**src/rtl/lsu_pkg.sv**
```systemverilog
// Shared encodings for the load/store unit: funct3 width codes, response
// error codes and the controller state enum.
package lsu_pkg;

    // RV32I load/store width codes (bit 2 selects zero-extension on loads)
    localparam logic [2:0] F3Byte  = 3'b000;
    localparam logic [2:0] F3Half  = 3'b001;
    localparam logic [2:0] F3Word  = 3'b010;
    localparam logic [2:0] F3ByteU = 3'b100;
    localparam logic [2:0] F3HalfU = 3'b101;

    typedef enum logic [1:0] {
        ErrNone       = 2'b00,
        ErrMisaligned = 2'b01,
        ErrTimeout    = 2'b10,
        ErrIllegal    = 2'b11
    } lsu_err_e;

    typedef enum logic [1:0] {
        StIdle   = 2'b00,
        StAccess = 2'b01,
        StResp   = 2'b10
    } lsu_state_e;

endpackage

```
**src/rtl/lsu_align.sv**
```systemverilog
// Purely combinational lane logic: request legality checks, store strobes and
// lane placement, and load byte/halfword selection with sign/zero extension.
module lsu_align
    import lsu_pkg::*;
(
    input  logic        write_i,
    input  logic [2:0]  funct3_i,
    input  logic [1:0]  addr_off_i,
    input  logic [31:0] wdata_i,
    output logic        illegal_o,
    output logic        misaligned_o,
    output logic [3:0]  wstrb_o,
    output logic [31:0] wdata_o,
    input  logic [2:0]  ld_funct3_i,
    input  logic [1:0]  ld_off_i,
    input  logic [31:0] ld_rdata_i,
    output logic [31:0] ld_data_o
);

    logic [3:0]  strb_base;
    logic [4:0]  st_shamt;
    logic [4:0]  ld_shamt;
    logic [31:0] ld_shifted;

    assign st_shamt = {addr_off_i, 3'b000};
    assign ld_shamt = {ld_off_i, 3'b000};

    // Classify the incoming request and build the store lane image
    always_comb begin
        if (write_i) begin
            illegal_o = !(funct3_i inside {F3Byte, F3Half, F3Word});
        end else begin
            illegal_o = !(funct3_i inside {F3Byte, F3Half, F3Word, F3ByteU, F3HalfU});
        end

        misaligned_o = 1'b0;
        strb_base    = 4'b1111;
        wdata_o      = wdata_i;
        case (funct3_i[1:0])
            2'b00: begin
                strb_base = 4'b0001;
                wdata_o   = {24'b0, wdata_i[7:0]} << st_shamt;
            end
            2'b01: begin
                misaligned_o = addr_off_i[0];
                strb_base    = 4'b0011;
                wdata_o      = {16'b0, wdata_i[15:0]} << st_shamt;
            end
            default: begin
                misaligned_o = (addr_off_i != 2'b00);
            end
        endcase

        wstrb_o = write_i ? (strb_base << addr_off_i) : 4'b0000;
        if (!write_i) begin
            wdata_o = 32'b0;
        end
    end

    assign ld_shifted = ld_rdata_i >> ld_shamt;

    // Extract and extend the addressed load lane
    always_comb begin
        case (ld_funct3_i)
            F3Byte:  ld_data_o = {{24{ld_shifted[7]}}, ld_shifted[7:0]};
            F3ByteU: ld_data_o = {24'b0, ld_shifted[7:0]};
            F3Half:  ld_data_o = {{16{ld_shifted[15]}}, ld_shifted[15:0]};
            F3HalfU: ld_data_o = {16'b0, ld_shifted[15:0]};
            default: ld_data_o = ld_rdata_i;
        endcase
    end

endmodule

```
**src/rtl/load_store_unit.sv**
```systemverilog
// Single-outstanding load/store unit: accepts one access from execute,
// drives a request/ack data-memory port with timeout, returns a one-cycle
// response carrying aligned load data or an error code.
module load_store_unit
    import lsu_pkg::*;
#(
    parameter int unsigned TIMEOUT_CYCLES = 16
) (
    input  logic        clk,
    input  logic        rst,
    input  logic        req_valid,
    output logic        req_ready,
    input  logic        req_write,
    input  logic [2:0]  req_funct3,
    input  logic [31:0] req_addr,
    input  logic [31:0] req_wdata,
    output logic        resp_valid,
    output logic [31:0] resp_rdata,
    output logic [1:0]  resp_err,
    output logic        mem_req,
    output logic        mem_we,
    output logic [31:0] mem_addr,
    output logic [31:0] mem_wdata,
    output logic [3:0]  mem_wstrb,
    input  logic        mem_ack,
    input  logic [31:0] mem_rdata
);

    localparam int unsigned CntW = $clog2(TIMEOUT_CYCLES + 1);

    lsu_state_e  state_q, state_d;
    logic [CntW-1:0] cnt_q, cnt_d, cnt_inc;
    logic [2:0]  funct3_q, funct3_d;
    logic [1:0]  off_q, off_d;
    logic        mem_req_q, mem_req_d;
    logic        mem_we_q, mem_we_d;
    logic [31:0] mem_addr_q, mem_addr_d;
    logic [31:0] mem_wdata_q, mem_wdata_d;
    logic [3:0]  mem_wstrb_q, mem_wstrb_d;
    logic [31:0] resp_rdata_q, resp_rdata_d;
    logic [1:0]  resp_err_q, resp_err_d;

    logic        al_illegal;
    logic        al_misaligned;
    logic [3:0]  al_wstrb;
    logic [31:0] al_wdata;
    logic [31:0] al_ld_data;

    lsu_align u_align (
        .write_i      (req_write),
        .funct3_i     (req_funct3),
        .addr_off_i   (req_addr[1:0]),
        .wdata_i      (req_wdata),
        .illegal_o    (al_illegal),
        .misaligned_o (al_misaligned),
        .wstrb_o      (al_wstrb),
        .wdata_o      (al_wdata),
        .ld_funct3_i  (funct3_q),
        .ld_off_i     (off_q),
        .ld_rdata_i   (mem_rdata),
        .ld_data_o    (al_ld_data)
    );

    assign cnt_inc = cnt_q + CntW'(1);

    // Next-state, memory port and response computation
    always_comb begin
        state_d      = state_q;
        cnt_d        = cnt_q;
        funct3_d     = funct3_q;
        off_d        = off_q;
        mem_req_d    = mem_req_q;
        mem_we_d     = mem_we_q;
        mem_addr_d   = mem_addr_q;
        mem_wdata_d  = mem_wdata_q;
        mem_wstrb_d  = mem_wstrb_q;
        // Response fields are only non-zero during the single RESP cycle
        resp_rdata_d = 32'b0;
        resp_err_d   = ErrNone;

        case (state_q)
            StIdle: begin
                if (req_valid) begin
                    funct3_d = req_funct3;
                    off_d    = req_addr[1:0];
                    if (al_illegal) begin
                        state_d    = StResp;
                        resp_err_d = ErrIllegal;
                    end else if (al_misaligned) begin
                        state_d    = StResp;
                        resp_err_d = ErrMisaligned;
                    end else begin
                        state_d     = StAccess;
                        cnt_d       = '0;
                        mem_req_d   = 1'b1;
                        mem_we_d    = req_write;
                        mem_addr_d  = {req_addr[31:2], 2'b00};
                        mem_wdata_d = al_wdata;
                        mem_wstrb_d = al_wstrb;
                    end
                end
            end
            StAccess: begin
                if (mem_ack || (cnt_inc == CntW'(TIMEOUT_CYCLES))) begin
                    state_d     = StResp;
                    cnt_d       = '0;
                    mem_req_d   = 1'b0;
                    mem_we_d    = 1'b0;
                    mem_addr_d  = 32'b0;
                    mem_wdata_d = 32'b0;
                    mem_wstrb_d = 4'b0000;
                    if (mem_ack) begin
                        resp_rdata_d = mem_we_q ? 32'b0 : al_ld_data;
                    end else begin
                        resp_err_d = ErrTimeout;
                    end
                end else begin
                    cnt_d = cnt_inc;
                end
            end
            StResp: begin
                state_d = StIdle;
            end
            default: begin
                state_d = StIdle;
            end
        endcase
    end

    // State and output registers with synchronous reset
    always_ff @(posedge clk) begin
        if (rst) begin
            state_q      <= StIdle;
            cnt_q        <= '0;
            funct3_q     <= 3'b000;
            off_q        <= 2'b00;
            mem_req_q    <= 1'b0;
            mem_we_q     <= 1'b0;
            mem_addr_q   <= 32'b0;
            mem_wdata_q  <= 32'b0;
            mem_wstrb_q  <= 4'b0000;
            resp_rdata_q <= 32'b0;
            resp_err_q   <= ErrNone;
        end else begin
            state_q      <= state_d;
            cnt_q        <= cnt_d;
            funct3_q     <= funct3_d;
            off_q        <= off_d;
            mem_req_q    <= mem_req_d;
            mem_we_q     <= mem_we_d;
            mem_addr_q   <= mem_addr_d;
            mem_wdata_q  <= mem_wdata_d;
            mem_wstrb_q  <= mem_wstrb_d;
            resp_rdata_q <= resp_rdata_d;
            resp_err_q   <= resp_err_d;
        end
    end

    assign req_ready  = (state_q == StIdle);
    assign resp_valid = (state_q == StResp);
    assign resp_rdata = resp_rdata_q;
    assign resp_err   = resp_err_q;
    assign mem_req    = mem_req_q;
    assign mem_we     = mem_we_q;
    assign mem_addr   = mem_addr_q;
    assign mem_wdata  = mem_wdata_q;
    assign mem_wstrb  = mem_wstrb_q;

endmodule

```
**config.mk**
```make
export PLATFORM = sky130hd
export DESIGN_NAME = load_store_unit
export DESIGN_NICKNAME = d
export VERILOG_FILES = /design/src/rtl/lsu_pkg.sv /design/src/rtl/lsu_align.sv /design/src/rtl/load_store_unit.sv
export SDC_FILE = /design/constraint.sdc
export NUM_CORES = 1
export LEC_CHECK = 0
export ABC_AREA = 1
export CAP_MARGIN = 20
export CELL_PAD_IN_SITES_DETAIL_PLACEMENT = 1
export CELL_PAD_IN_SITES_GLOBAL_PLACEMENT = 1
export CORE_MARGIN = 2
export CORE_UTILIZATION = 28
export CTS_BUF_LIST = sky130_fd_sc_hd__clkbuf_8
export CTS_CLUSTER_SIZE = 8
export DETAILED_ROUTE_END_ITERATION = 6
export PLACE_DENSITY_LB_ADDON = 0.1
export SETUP_SLACK_MARGIN = 0.05
export SYNTH_ARGS = -nofsm -noshare
export SYNTH_HDL_FRONTEND = slang
export SYNTH_SLANG_ARGS = --single-unit
export TNS_END_PERCENT = 20
```
**constraint.sdc**
```tcl
create_clock -name clk -period 1.4 [get_ports clk]
set_input_delay 0.28 -clock clk [delete_from_list [all_inputs] [get_ports clk]]
set_output_delay 0.28 -clock clk [all_outputs]
set_load 0.03 [all_outputs]
```
==> metrics.csv <==
stage,metric,value,unit
outcome,status,"finished, violations left",
outcome,violations,setup timing,
setup_path,endpoint_kind,output port,
synthesis,syn_area_per_cell,6.74,sq um
cells_and_area,nets,1214,
floorplanning,die_area,21700,sq um
global_routing,grt_pass1_vias,6703,
synthesis,yosysWarnings,0,
synthesis,synth_top_family_by_area,simple AND/OR/NAND/NOR gates,
power_and_ir_drop,swShare,30.3,%
global_routing,grt_max_degree,45,
timing,hold_ws,165,ps
clock_tree,cts_buffers,17,
detailed_routing,vias_per_cell,4.82,
placed_design,place_inst,1356,
setup_path,crit_top_cell,buf_6,
floorplanning,fp.dieW,147,um
floorplanning,initial_utilization,28.5,%
clock_tree,postCtsHoldBufs,0,
global_routing,grt_overflow_total,0,
placed_design,dp_slack,-724,ps
detailed_routing,num_vias,6703,
global_routing,grt.total_usage,21.6,%
synthesis,netlist_area,5750,sq um
detailed_routing,antenna_left,0,
power_and_ir_drop,seq_power_share,37.7,%
synthesis,synthCells,854,
cells_and_area,fin_cells,1392,
power_and_ir_drop,power_switching,2.75,mW
timing,finalSetupViolCount,82,
placed_design,gp_congestion,0.874,
timing,grt_setup_unrepaired,yes,
floorplanning,fp-row-count,52,
detailed_routing,drc,0,
setup_path,criticalPathCategory,flop to output port,
global_routing,grt_pass1_wl,37.0,mm
timing,fin_skew,16.6,ps
setup_path,critPathSlowestCell,dfxtp_2,
timing,finalHoldViolations,0,
synthesis,synth_fa_ha_area_share,0.218,%
power_and_ir_drop,p_int,6.33,mW
power_and_ir_drop,clockPowerShare,38.8,%
detailed_routing,firstDrtPassIters,4,
synthesis,synthMuxAreaShare,0,%
floorplanning,io-pin-count,210,
setup_path,cp_cell_sequence,"buf_6, nor2_4, buf_6, buf_12",
timing,fmax,650,MHz
setup_path,crit_required,1120,ps
clock_tree,clkLatencyLatePin,450,ps
power_and_ir_drop,leakage,4.18,nW
clock_tree,clkTransAtPathRegs,70,ps
timing,post-route-period-util,110,%
placed_design,dpl_cell_area,8850,sq um
min_path,hp-class,input pin to flop,
power_and_ir_drop,max-vdd-ir-drop,0.000565,V
timing,fin_crit,1540,ps
timing,finalMaxSlewViolations,0,
synthesis,synth_compound_area_share,15.9,%
timing,setup_slack,-139,ps
power_and_ir_drop,p_comb_share,23.5,%
floorplanning,core,20200,sq um
synthesis,seq_area_frac_synth,39.7,%
setup_path,worstPathArrival,1260,ps
floorplanning,die_y,147,um
clock_tree,cts_sinks,114,
synthesis,ys_ff_latch,114,
setup_path,crit_path_start_kind,flop,
synthesis,ys_types,33,
power_and_ir_drop,p_per_area,1000,nW/um^2
cells_and_area,area_delta_synth_final,57.5,%
detailed_routing,wirelength,23.1,mm
global_routing,grt_antenna_before_repair,0,
clock_tree,root_buffer,clkbuf_8,
synthesis,synth-simple-area-share,33.1,%
clock_tree,clk_path_buf_depth,2,
cells_and_area,fin_area,9060,sq um
clock_tree,cts-htree-levels,4,
run,maxCapViolCount,0,
cells_and_area,drive_gt1_share,26.0,%
placed_design,portBuffers,207,
setup_path,cpPeakStageDelay,340,ps
placed_design,hpwl,17.2,mm
clock_tree,cts_tree,built,
detailed_routing,wl_per_cell,16.6,um
synthesis,synth-xor-area-share,0,%
cells_and_area,fill_cells,2540,
setup_path,cp_max_fo,2,
detailed_routing,drtIter0Drc,315,
cells_and_area,diodes,0,
==> synthesized netlist by cell type (all sizes together) <==
cell type	number	share of area (%)
o21ai	36	3.2
a22oi	1	0.13
a211oi	1	0.13
dfxtp	114	40
o22ai	8	0.98
inv	76	5.0
o31ai	7	0.91
o211ai	18	2.3
nand3	77	7.0
nor4	8	0.87
clkbuf	24	1.6
nand2	251	17
ha	1	0.22
nor2	49	3.4
buf	43	4.5
a21oi	94	8.2
conb	1	0.065
nand4	41	4.8
nor3	4	0.43
==> layer usage <==
layer | GRT usage (%) | part of all wire, %
met5 | 0 | 0
met1 | 28.8 | 46
met3 | 4.38 | 4.7
met4 | 4.52 | 0.88
met2 | 36.3 | 48
==> power by group through the flow <==
stage,Sequential (mW),Clock [mW],Combinational (mW)
2_1_floorplan,3.65,0,0.911
3_3_place_gp,3.49,0,2.11
3_5_place_dp,3.50,0,2.13
4_1_cts,3.42,3.63,2.12
5_1_grt,3.43,3.79,2.33
6_report,3.42,3.52,2.13
==> worst max-delay path, delay by kind of cell (launching register included) <==
kind	cells	cell delay (ps)
buf+inv	3	360
flops	1	340
simple gates	1	120
==> flip-flops by register name (all words and copies together), names as in the netlist, 2 cells and up <==
signal and cells:
resp_err 2, mem_wstrb 4, state_q 2, cnt_q 5, off_q 2, mem_wdata 32
mem_addr 30, resp_rdata 32, funct3_q 3
==> timing repair <==
action / CTS / global route
pin swaps: 5 / 3
gates resized for setup: 451 / 40
endpoints found under the hold margin: 0 / 0
endpoints found under the setup margin: 196 / 125
setup buffers: 3 / 1
==> per-stage QoR <==
stage                     util, %  power, mW  setup TNS, ps
after detailed placement     43.9       5.63         -49920
after global routing         44.9       9.55         -17070
after floorplan                 -       4.56              0
final                        44.9       9.07          -6490
after global placement       43.9       5.61         -46920
after CTS                    44.5       9.18          -7410
==> path summary, 6_finish.rpt <==
path / start / endpoint / slack (ps) / cells after the start
setup / recovery: state_q[1]$_SDFFE_PP0P_ / req_ready / -140 / 4
hold / removal: rst / cnt_q[1]$_SDFFE_PP0P_ / 170 / 2
hold reg to reg: mem_req$_SDFFE_PP0P_ / mem_req$_SDFFE_PP0P_ / 470 / 2
setup reg to reg: state_q[1]$_SDFFE_PP0P_ / mem_wdata[13]$_SDFFE_PP0P_ / -120 / 8
==> final cells by class <==
cell class / count / area (sq um) / share of cell area (%)
clock buffer: 19 / 262 / 2.89
clock inverter: 13 / 184 / 2.03
inverter: 76 / 290 / 3.20
multi-input combinational: 598 / 2980 / 32.9
sequential: 114 / 2300 / 25.4
tap: 270 / 338 / 3.73
timing repair buffer: 302 / 2710 / 29.9
==> layout by cell type, fill, tap and decap left out, types with 3 or more instances in the layout <==
master,netlist,layout
nand2_1,246,243
dfxtp_1,114,105
clkdlybuf4s50_1,0,100
buf_2,26,83
buf_4,9,79
a21oi_1,94,77
nand3_1,75,74
inv_1,72,68
nor2_1,45,42
nand4_1,39,39
o21ai_0,35,29
buf_12,0,29
clkbuf_8,0,19
o211ai_1,18,18
a21oi_2,0,17
inv_2,3,7
nor4_1,8,7
o22ai_1,7,7
o31ai_1,7,7
dfxtp_2,0,7
buf_6,4,7
nand2_2,5,6
o21ai_1,0,6
nor2_2,4,5
bufinv_16,0,4
nor3_1,3,3
clkinv_4,0,3
==> logic make-up (layout without fill, tap and decap cells) <==
group / count (synthesis) / count (layout)
compound gates: 165 / 165
buf+inv: 143 / 410
flops: 114 / 114
other cells: 1 / 2
fa+ha+maj: 1 / 1
simple gates: 430 / 430
Power figures use the tool's default switching activity.
